<file path="config.mk">
export PLATFORM = sky130hd
export DESIGN_NAME = inst_fetch_unit
export DESIGN_NICKNAME = d
export VERILOG_FILES = /design/src/rtl/inst_fetch_unit_pkg.sv /design/src/rtl/inst_fetch_unit_fetch_fifo.sv /design/src/rtl/inst_fetch_unit.sv
export SDC_FILE = /design/constraint.sdc
export NUM_CORES = 1
export LEC_CHECK = 0
export BUFFER_PORTS_ARGS = -buffer_cell sky130_fd_sc_hd__buf_2
export CORE_MARGIN = 2
export CORE_UTILIZATION = 29
export DETAILED_ROUTE_END_ITERATION = 7
export PLACE_DENSITY = 0.44
export RECOVER_POWER = 100
export SKIP_LAST_GASP = 1
export SLEW_MARGIN = 30
export SYNTH_ARGS = -nofsm -noshare
export SYNTH_HDL_FRONTEND = slang
export SYNTH_HIERARCHICAL = 1
export SYNTH_SLANG_ARGS = --single-unit
</file>
<file path="constraint.sdc">
create_clock -name clk_i -period 9.7 [get_ports clk_i]
set_input_delay 2.91 -clock clk_i [delete_from_list [all_inputs] [get_ports clk_i]]
set_output_delay 2.91 -clock clk_i [all_outputs]
set_load 0.01 [all_outputs]
</file>
<file path="src/rtl/inst_fetch_unit_pkg.sv">
// Shared constants and the fetch entry type for the instruction fetch stage.
package inst_fetch_unit_pkg;

    localparam int          WORD_BYTES       = 4;
    localparam int          INST_W           = 32;
    localparam logic [31:0] RESET_PC_DEFAULT = 32'h0000_0000;

    // One prefetched instruction together with the address it came from.
    typedef struct packed {
        logic [31:0]       pc;
        logic [INST_W-1:0] inst;
    } fetch_entry_t;

endpackage

</file>
<file path="src/rtl/inst_fetch_unit_fetch_fifo.sv">
// Prefetch FIFO: DEPTH entries, flush wins over push/pop, head read from the
// storage registers so nothing reaches the head combinationally from push_data.
module inst_fetch_unit_fetch_fifo
    import inst_fetch_unit_pkg::*;
#(
    parameter  int DEPTH = 4,
    localparam int PTR_W = $clog2(DEPTH),
    localparam int CNT_W = PTR_W + 1
) (
    input  logic             clk_i,
    input  logic             rst_i,
    input  logic             push,
    input  logic             pop,
    input  logic             flush,
    input  fetch_entry_t     push_data,
    output fetch_entry_t     head,
    output logic             head_valid,
    output logic [CNT_W-1:0] count
);

    fetch_entry_t     mem [DEPTH];
    logic [PTR_W-1:0] rd_ptr;
    logic [PTR_W-1:0] wr_ptr;
    logic             do_push;
    logic             do_pop;

    // Pop on empty is dropped; push is only ever requested with space free.
    assign do_pop     = pop && (count != '0);
    assign do_push    = push && ((count != CNT_W'(DEPTH)) || do_pop);
    assign head_valid = (count != '0);
    assign head       = mem[rd_ptr];

    // Pointer and occupancy bookkeeping; pointers wrap naturally (DEPTH is 2^n).
    always_ff @(posedge clk_i) begin
        if (!rst_i || flush) begin
            rd_ptr <= '0;
            wr_ptr <= '0;
            count  <= '0;
        end else begin
            if (do_push) wr_ptr <= wr_ptr + 1'b1;
            if (do_pop)  rd_ptr <= rd_ptr + 1'b1;
            count <= count + CNT_W'(do_push) - CNT_W'(do_pop);
        end
    end

    // Entry storage; contents are don't-care while not covered by count.
    always_ff @(posedge clk_i) begin
        if (rst_i && !flush && do_push) mem[wr_ptr] <= push_data;
    end

endmodule

</file>
<file path="src/rtl/inst_fetch_unit.sv">
// Fetch stage: owns the fetch PC, runs the imem req/ready handshake and feeds
// the prefetch FIFO drained by decode; redirects flush and restart fetch.
module inst_fetch_unit
    import inst_fetch_unit_pkg::*;
#(
    parameter int          DEPTH    = 4,
    parameter logic [31:0] RESET_PC = RESET_PC_DEFAULT
) (
    input  logic                     clk_i,
    input  logic                     rst_i,
    input  logic                     start_i,
    input  logic                     redirect_i,
    input  logic [31:0]              redirect_pc_i,
    output logic                     imem_req_o,
    output logic [31:0]              imem_addr_o,
    input  logic                     imem_ready_i,
    input  logic [31:0]              imem_data_i,
    output logic                     inst_valid_o,
    output logic [INST_W-1:0]        inst_o,
    output logic [31:0]              inst_pc_o,
    output logic [31:0]              inst_pc4_o,
    input  logic                     inst_ready_i,
    output logic [$clog2(DEPTH):0]   count_o
);

    localparam int CNT_W = $clog2(DEPTH) + 1;

    logic [31:0]      fetch_pc;
    logic             req_q;
    logic             handshake;
    logic             push;
    logic [CNT_W:0]   pending;
    logic             can_issue;
    fetch_entry_t     push_entry;
    fetch_entry_t     head;
    logic             head_valid;
    logic [CNT_W-1:0] count;

    // A new request is allowed only if the FIFO can absorb it even when the
    // request already in flight lands first; pops are ignored (conservative).
    assign handshake  = req_q && imem_ready_i;
    assign push       = handshake && !redirect_i;
    assign pending    = {1'b0, count} + (CNT_W+1)'(req_q);
    assign can_issue  = start_i && (pending < (CNT_W+1)'(DEPTH));
    assign push_entry = '{pc: fetch_pc, inst: imem_data_i};

    // Fetch PC and request register; an un-acked request holds unless redirected.
    always_ff @(posedge clk_i) begin
        if (!rst_i) begin
            fetch_pc <= {RESET_PC[31:2], 2'b00};
            req_q    <= 1'b0;
        end else if (redirect_i) begin
            fetch_pc <= {redirect_pc_i[31:2], 2'b00};
            req_q    <= 1'b0;
        end else begin
            if (handshake) fetch_pc <= fetch_pc + 32'(WORD_BYTES);
            if (req_q && !imem_ready_i) req_q <= 1'b1;
            else                        req_q <= can_issue;
        end
    end

    inst_fetch_unit_fetch_fifo #(.DEPTH(DEPTH)) u_fetch_fifo (
        .clk_i      (clk_i),
        .rst_i      (rst_i),
        .push       (push),
        .pop        (inst_ready_i),
        .flush      (redirect_i),
        .push_data  (push_entry),
        .head       (head),
        .head_valid (head_valid),
        .count      (count)
    );

    // Head fields read as zero while the FIFO is empty.
    assign imem_req_o   = req_q;
    assign imem_addr_o  = fetch_pc;
    assign inst_valid_o = head_valid;
    assign inst_o       = head_valid ? head.inst : '0;
    assign inst_pc_o    = head_valid ? head.pc   : '0;
    assign inst_pc4_o   = head_valid ? head.pc + 32'(WORD_BYTES) : '0;
    assign count_o      = count;

endmodule

</file>
==> results.ini, run 1 <==
[timing]
whs_ns=0.535
slew_headroom_pct=-125
worst_slew_pin_slew_ns=3.37
fin_skew_ns=0.0173
setup_viol=0
worst_slack_ns=1.96
max_clock_freq_mhz=129
rsz0062_at_grt=no
period_needed_ns=7.74
period_share_pct=79.8
hold_viol_final=0
totalNegativeSetupSlack_ns=0
drv_slew=309

[drt]
drt_iter0_drc=368
drc_errors=0
via_count=7885
first_pass_iters=7
wl_per_cell_um=20.5
totalWireLength_um=33700
ant_nets=0
viasPerCell=4.80

[synth]
synthCells=825
avgSynthCellArea_um2=15.5
ys_ff_latch=296
synth_warnings=6
synthMostInstantiatedCell=edfxtp_1
syn_area_um2=12800
synth.area.top_cells=edfxtp_1, mux4_2, dfxtp_1
synth-edff-count=256
synth-main-ff-cell=edfxtp_1
ys_types=58
synth_common_cells=edfxtp_1, and2_1, mux4_2
synthArstFlopShare_pct=0
synth_area_leader_cell=edfxtp_1
synth_seq_area_share_pct=66.4
yosysTopAreaCellShare_pct=60.1

[layout]
multiInputGateArea_um2=3980
antenna_cells=0
design_area_um2=15300
seq_area_um2=8500
syn2layout_area_growth_pct=19.8
drive_above_1_share_pct=19.8
fin_nets=1109
n_fill_cell=4261
final_cells=1643

[global_routing]
antenna_found_initial=0
grt_pass1_vias=8140
grt_pass1_wl_um=51400
grt_util_all_layers_pct=14.8
grt_max_degree=65
overflow=0

[floorplanning]
ioPinCount=203
die_h_um=214
die-area_um2=45800
core_um2=43300
row_count=76
die_x_um=214
initial_utilization_pct=29.5

[critical_path]
required_ns=9.76
path_max_fanout=47
criticalPathCategory=primary input to flop
worst-r2r-cell-count=5
critPathLaunchType=primary input
worstPathArrival_ns=7.79
critPathCaptureType=flop

[power_and_ir_drop]
p_per_area_nw_per_um2=184
ir_worst_vdd_mv=0.0866
leakage_nw=4.93

[clocking]
root_buffer=clkbuf_16
cts_tree=done
cts_buffer_depth=3
htreeDepth=2
cts_buffers=36
path_clk_slew_ns=0.05
cts.sinks=296
clkLatencyLatePin_ns=0.53
cts_setup_buffers=0
ctsResizeCount=0
cts_hold_buf=0

[run]
drv_cap=7

[hold_path]
hold_class=flop to flop
holdPathStages=2

[place]
placed_area_um2=14400
gp_congestion=0.815
hpwl_um=21400
post-place-cells=1577
numPortBuffers=198
dp_slack_ns=2.99

[outcome]
outcome=finished, violations left
failed_checks=capacitance limit, slew limit

worst max-delay path, stage by stage:
cell and delay, ns:
clkbuf_1 0.39, nand2_1 0.39, nor2_1 0.32, and2_0 0.34
and3_1 0.99, clkbuf_1 2.38
sequential cells by signal, indices dropped and copies added (netlist names), named ones only:
name	flops
imem_addr_o	30
imem_req_o	1
u_fetch_fifo/wr_ptr	2
u_fetch_fifo/rd_ptr	2
u_fetch_fifo/count	3
u_fetch_fifo/mem	256
layout by cell type (no fill, tap or decap), types with 22 or more instances in the layout:
cell / count
edfxtp_1: 256
o21ai_0: 28
nand2_1: 30
clkbuf_1: 138
dfxtp_1: 38
nand4_1: 23
buf_2: 80
and2_0: 48
and2_1: 22
clkbuf_16: 38
nor2_1: 39
mux4_2: 64
layer usage:
metal | vias up | part of all wire (%) | track usage, %
li1 | 3656 | - | -
met1 | 3966 | 45 | 19.6
met2 | 227 | 47 | 24.1
met3 | 36 | 6.6 | 4.06
met4 | 0 | 1.5 | 3.57
met5 | - | 0 | 0
layout make-up:
type,count,share of cell area [%]
clock buffers,53,6.71
multi-input cells,469,26.0
flip-flops and latches,296,55.5
clock inverters,13,0.792
well taps,585,4.78
repair buffers,207,5.78
inverters,20,0.490
power breakdown:
group          switching (mW)  internal, mW  total [mW]
Clock                   0.510         0.790        1.30
Combinational          0.0558        0.0343      0.0900
Sequential             0.0278          1.39        1.42
metrics by stage:
stage	total power [mW]	utilization [%]
CTS	2.87	35.9
floorplan	1.49	-
finish	2.81	35.4
global route	2.93	35.4
global placement	1.54	33.2
detailed placement	1.55	33.2
cells by family after synthesis:
group | Yosys count | synth area share, %
simple gates | 257 | 11.7
fa+ha+maj | 9 | 0.940
xor+xnor | 26 | 1.78
flops | 296 | 66.4
buf+inv | 69 | 2.53
other cells | 1 | 0.0293
compound gates | 100 | 5.06
mux | 67 | 11.5
final timing paths:
path / slack (ns) / startpoint / to
worst max-delay path: 1.96 / imem_ready_i / u_fetch_fifo/mem[0][25]
worst min-delay path: 0.53 / u_fetch_fifo/rd_ptr[1] / u_fetch_fifo/rd_ptr[1]
worst max register to register: 4.21 / imem_req_o / u_fetch_fifo/mem[0][25]
worst min register to register: 0.53 / u_fetch_fifo/rd_ptr[1] / u_fetch_fifo/rd_ptr[1]
(Power assumes the default switching activity.)
==> run 2: changes to the inputs <==
==> constraint.sdc (replaced) <==
create_clock -name clk_i -period 7.8 [get_ports clk_i]
set_input_delay 2.34 -clock clk_i [delete_from_list [all_inputs] [get_ports clk_i]]
set_output_delay 2.34 -clock clk_i [all_outputs]
set_load 0.01 [all_outputs]
==> run 2 against run 1 <==
  * Register-to-register slack worse by 1.2 ns
  * Clock-buffer cell count is 10 lower
  * Hold slack worse by 0.0034 ns
  * Sequential share of layout area hardly changed
  * Flip-flop and latch count stayed put
  * Global-route usage hardly changed
  * Power is 23% higher
  * Non-clock buffer count is 3 higher
  * The flow still finishes with violations (capacitance limit, slew limit)
  * Final cell count is 0.12% higher
  * Via count is 0.47% higher
  * Core utilization hardly changed
==> results.ini, run 2 (synthesized netlist as in run 1, its figures left out) <==
[outcome]
outcome=finished, violations left
failed_checks=capacitance limit, slew limit

[critical_path]
r2r_slack_ns=2.99  ; -1.22 ns
r2r_end=u_fetch_fifo/mem[2][20]
worstPathArrival_ns=4.15  ; -3.64 ns
critPathLaunchType=flop
criticalPathCategory=flop to primary output
required_ns=5.46  ; -4.30 ns
worst-r2r-cell-count=5  ; unchanged
critPathCaptureType=primary output
path_max_fanout=48  ; +2.1%
regToRegStartpoint=imem_req_o

[drt]
drt_iter0_drc=520  ; +41%
viasPerCell=4.82  ; +0.35%
wl_per_cell_um=20.6  ; +0.68%
first_pass_iters=5  ; -2
ant_nets=0  ; unchanged
drc_errors=0  ; unchanged
totalWireLength_um=34000  ; +0.81%
via_count=7922  ; +0.47%

[place]
gp_congestion=0.772  ; -5.3%
hpwl_um=22100  ; +2.9%
numPortBuffers=198  ; unchanged

[global_routing]
grt_pass1_wl_um=51300  ; -0.23%
overflow=0  ; unchanged
grt_max_degree=49  ; -25%
grt_util_all_layers_pct=14.8  ; -0.019 points
antenna_found_initial=0  ; unchanged
grt_pass1_vias=8064  ; -0.93%

[clocking]
cts_buffer_depth=3  ; unchanged
cts_setup_buffers=0  ; unchanged
cts_hold_buf=0  ; unchanged
ctsResizeCount=0  ; unchanged
cts_buffers=36  ; unchanged
clkLatencyLatePin_ns=0.55  ; +0.02 ns
path_clk_slew_ns=0.05  ; about the same
cts_tree=done
htreeDepth=2  ; unchanged
root_buffer=clkbuf_16
cts.sinks=296  ; unchanged

[timing]
max_clock_freq_mhz=154
period_needed_ns=6.49
drv_slew=207  ; -33%
rsz0062_at_grt=no
period_share_pct=83.2
hold_viol_final=0  ; unchanged
worst_slew_pin_slew_ns=2.79  ; -0.576 ns
totalNegativeSetupSlack_ns=0  ; unchanged
setup_viol=0  ; unchanged
fin_skew_ns=0.0269  ; +0.00967 ns
whs_ns=0.531  ; -0.00337 ns
slew_headroom_pct=-86.2  ; +38 points

[power_and_ir_drop]
leakage_nw=4.94  ; +0.21%
p_per_area_nw_per_um2=226  ; +23%
ir_worst_vdd_mv=0.102  ; +18%

[floorplanning]
die-area_um2=45800  ; unchanged
initial_utilization_pct=29.5  ; unchanged
ioPinCount=203  ; unchanged
row_count=76  ; unchanged
core_um2=43300  ; unchanged
die_h_um=214  ; unchanged
die_x_um=214  ; unchanged

[layout]
largest_reg_flops=256  ; unchanged
n_fill_cell=4266  ; +0.12%
fin_nets=1112  ; +0.27%
top_register=u_fetch_fifo/mem
final_cell_mix=edfxtp_1, clkbuf_1, buf_2, mux4_2, and2_0
syn2layout_area_growth_pct=19.7  ; about the same
drive_above_1_share_pct=20.1  ; +0.34 points
antenna_cells=0  ; unchanged
layout_commonest_cell=edfxtp_1

[run]
drv_cap=5  ; -2

[hold_path]
min_delay_worst_endpoint=u_fetch_fifo/rd_ptr[1]
holdPathStages=2  ; unchanged
hold_class=flop to flop
hp-start=u_fetch_fifo/rd_ptr[1]

## run 2: changes by cell type in the layout (fill, tap and decap cells not counted)
cell and delta:
and2_0 -5, and2_1 +5, buf_2 -1, buf_4 +4
clkbuf_1 -11, clkbuf_16 -1, clkbuf_2 +4, clkbuf_8 -2
clkinv_1 +8, clkinvlp_4 +1, or3_1 +1, or3_2 -1
## run 2: metal layers
metal / share of wire [%] / track usage [%] / vias up
met5: 0 / 0 / -
met4: 2.1 / 4.55 / 0
met3: 6.7 / 4.10 / 48
met2: 46 / 23.3 / 222
met1: 45 / 19.8 / 3985
li1: - / - / 3667
## run 2: power breakdown
part,switching [mW],leakage [nW],internal (mW)
clock,0.644,0.537,0.933
combinational,0.0694,1.76,0.0425
sequential,0.0337,2.64,1.73
total,0.747,4.94,2.71
## run 2: final cells by class
| cell class | count | area, um^2 | area share [%] |
|---|---|---|---|
| Sequential cell | 296 | 8500 | 55.5 |
| Multi-Input combinational cell | 469 | 3980 | 26.0 |
| Tap cell | 585 | 732 | 4.78 |
| Clock buffer | 43 | 948 | 6.20 |
| Timing Repair Buffer | 210 | 915 | 5.98 |
| Inverter | 20 | 75.1 | 0.491 |
| Clock inverter | 22 | 159 | 1.04 |
## run 2: through the flow
stage	std cells	util (%)	worst slack, ns	area, um^2	power [mW]
floorplan	834	-	2.72	12800	1.85
global placement	1580	33.3	2.29	14400	1.92
detailed placement	1580	33.3	2.29	14400	1.92
CTS	1645	35.9	1.70	15500	3.52
global route	1645	35.4	0.777	15300	3.59
finish	1645	35.4	1.31	15300	3.46
## run 2: how the worst max path moves through the flow
stage,start,to,cells after the start
floorplan,flop,inst_pc4_o[20],10
global placement,flop,inst_pc4_o[22],6
detailed placement,flop,inst_pc4_o[22],6
CTS,flop,inst_pc4_o[22],6
global route,u_fetch_fifo/count[1],inst_pc4_o[22],6
finish,u_fetch_fifo/count[1],inst_pc4_o[20],6
## run 2: critical path, stage by stage, from the launching register on
cell and delay, ns:
dfxtp_1 0.50, or3_1 0.60, clkbuf_1 1.57, inv_1 0.09, buf_4 0.33, a21oi_1 0.32
clkbuf_1 0.20
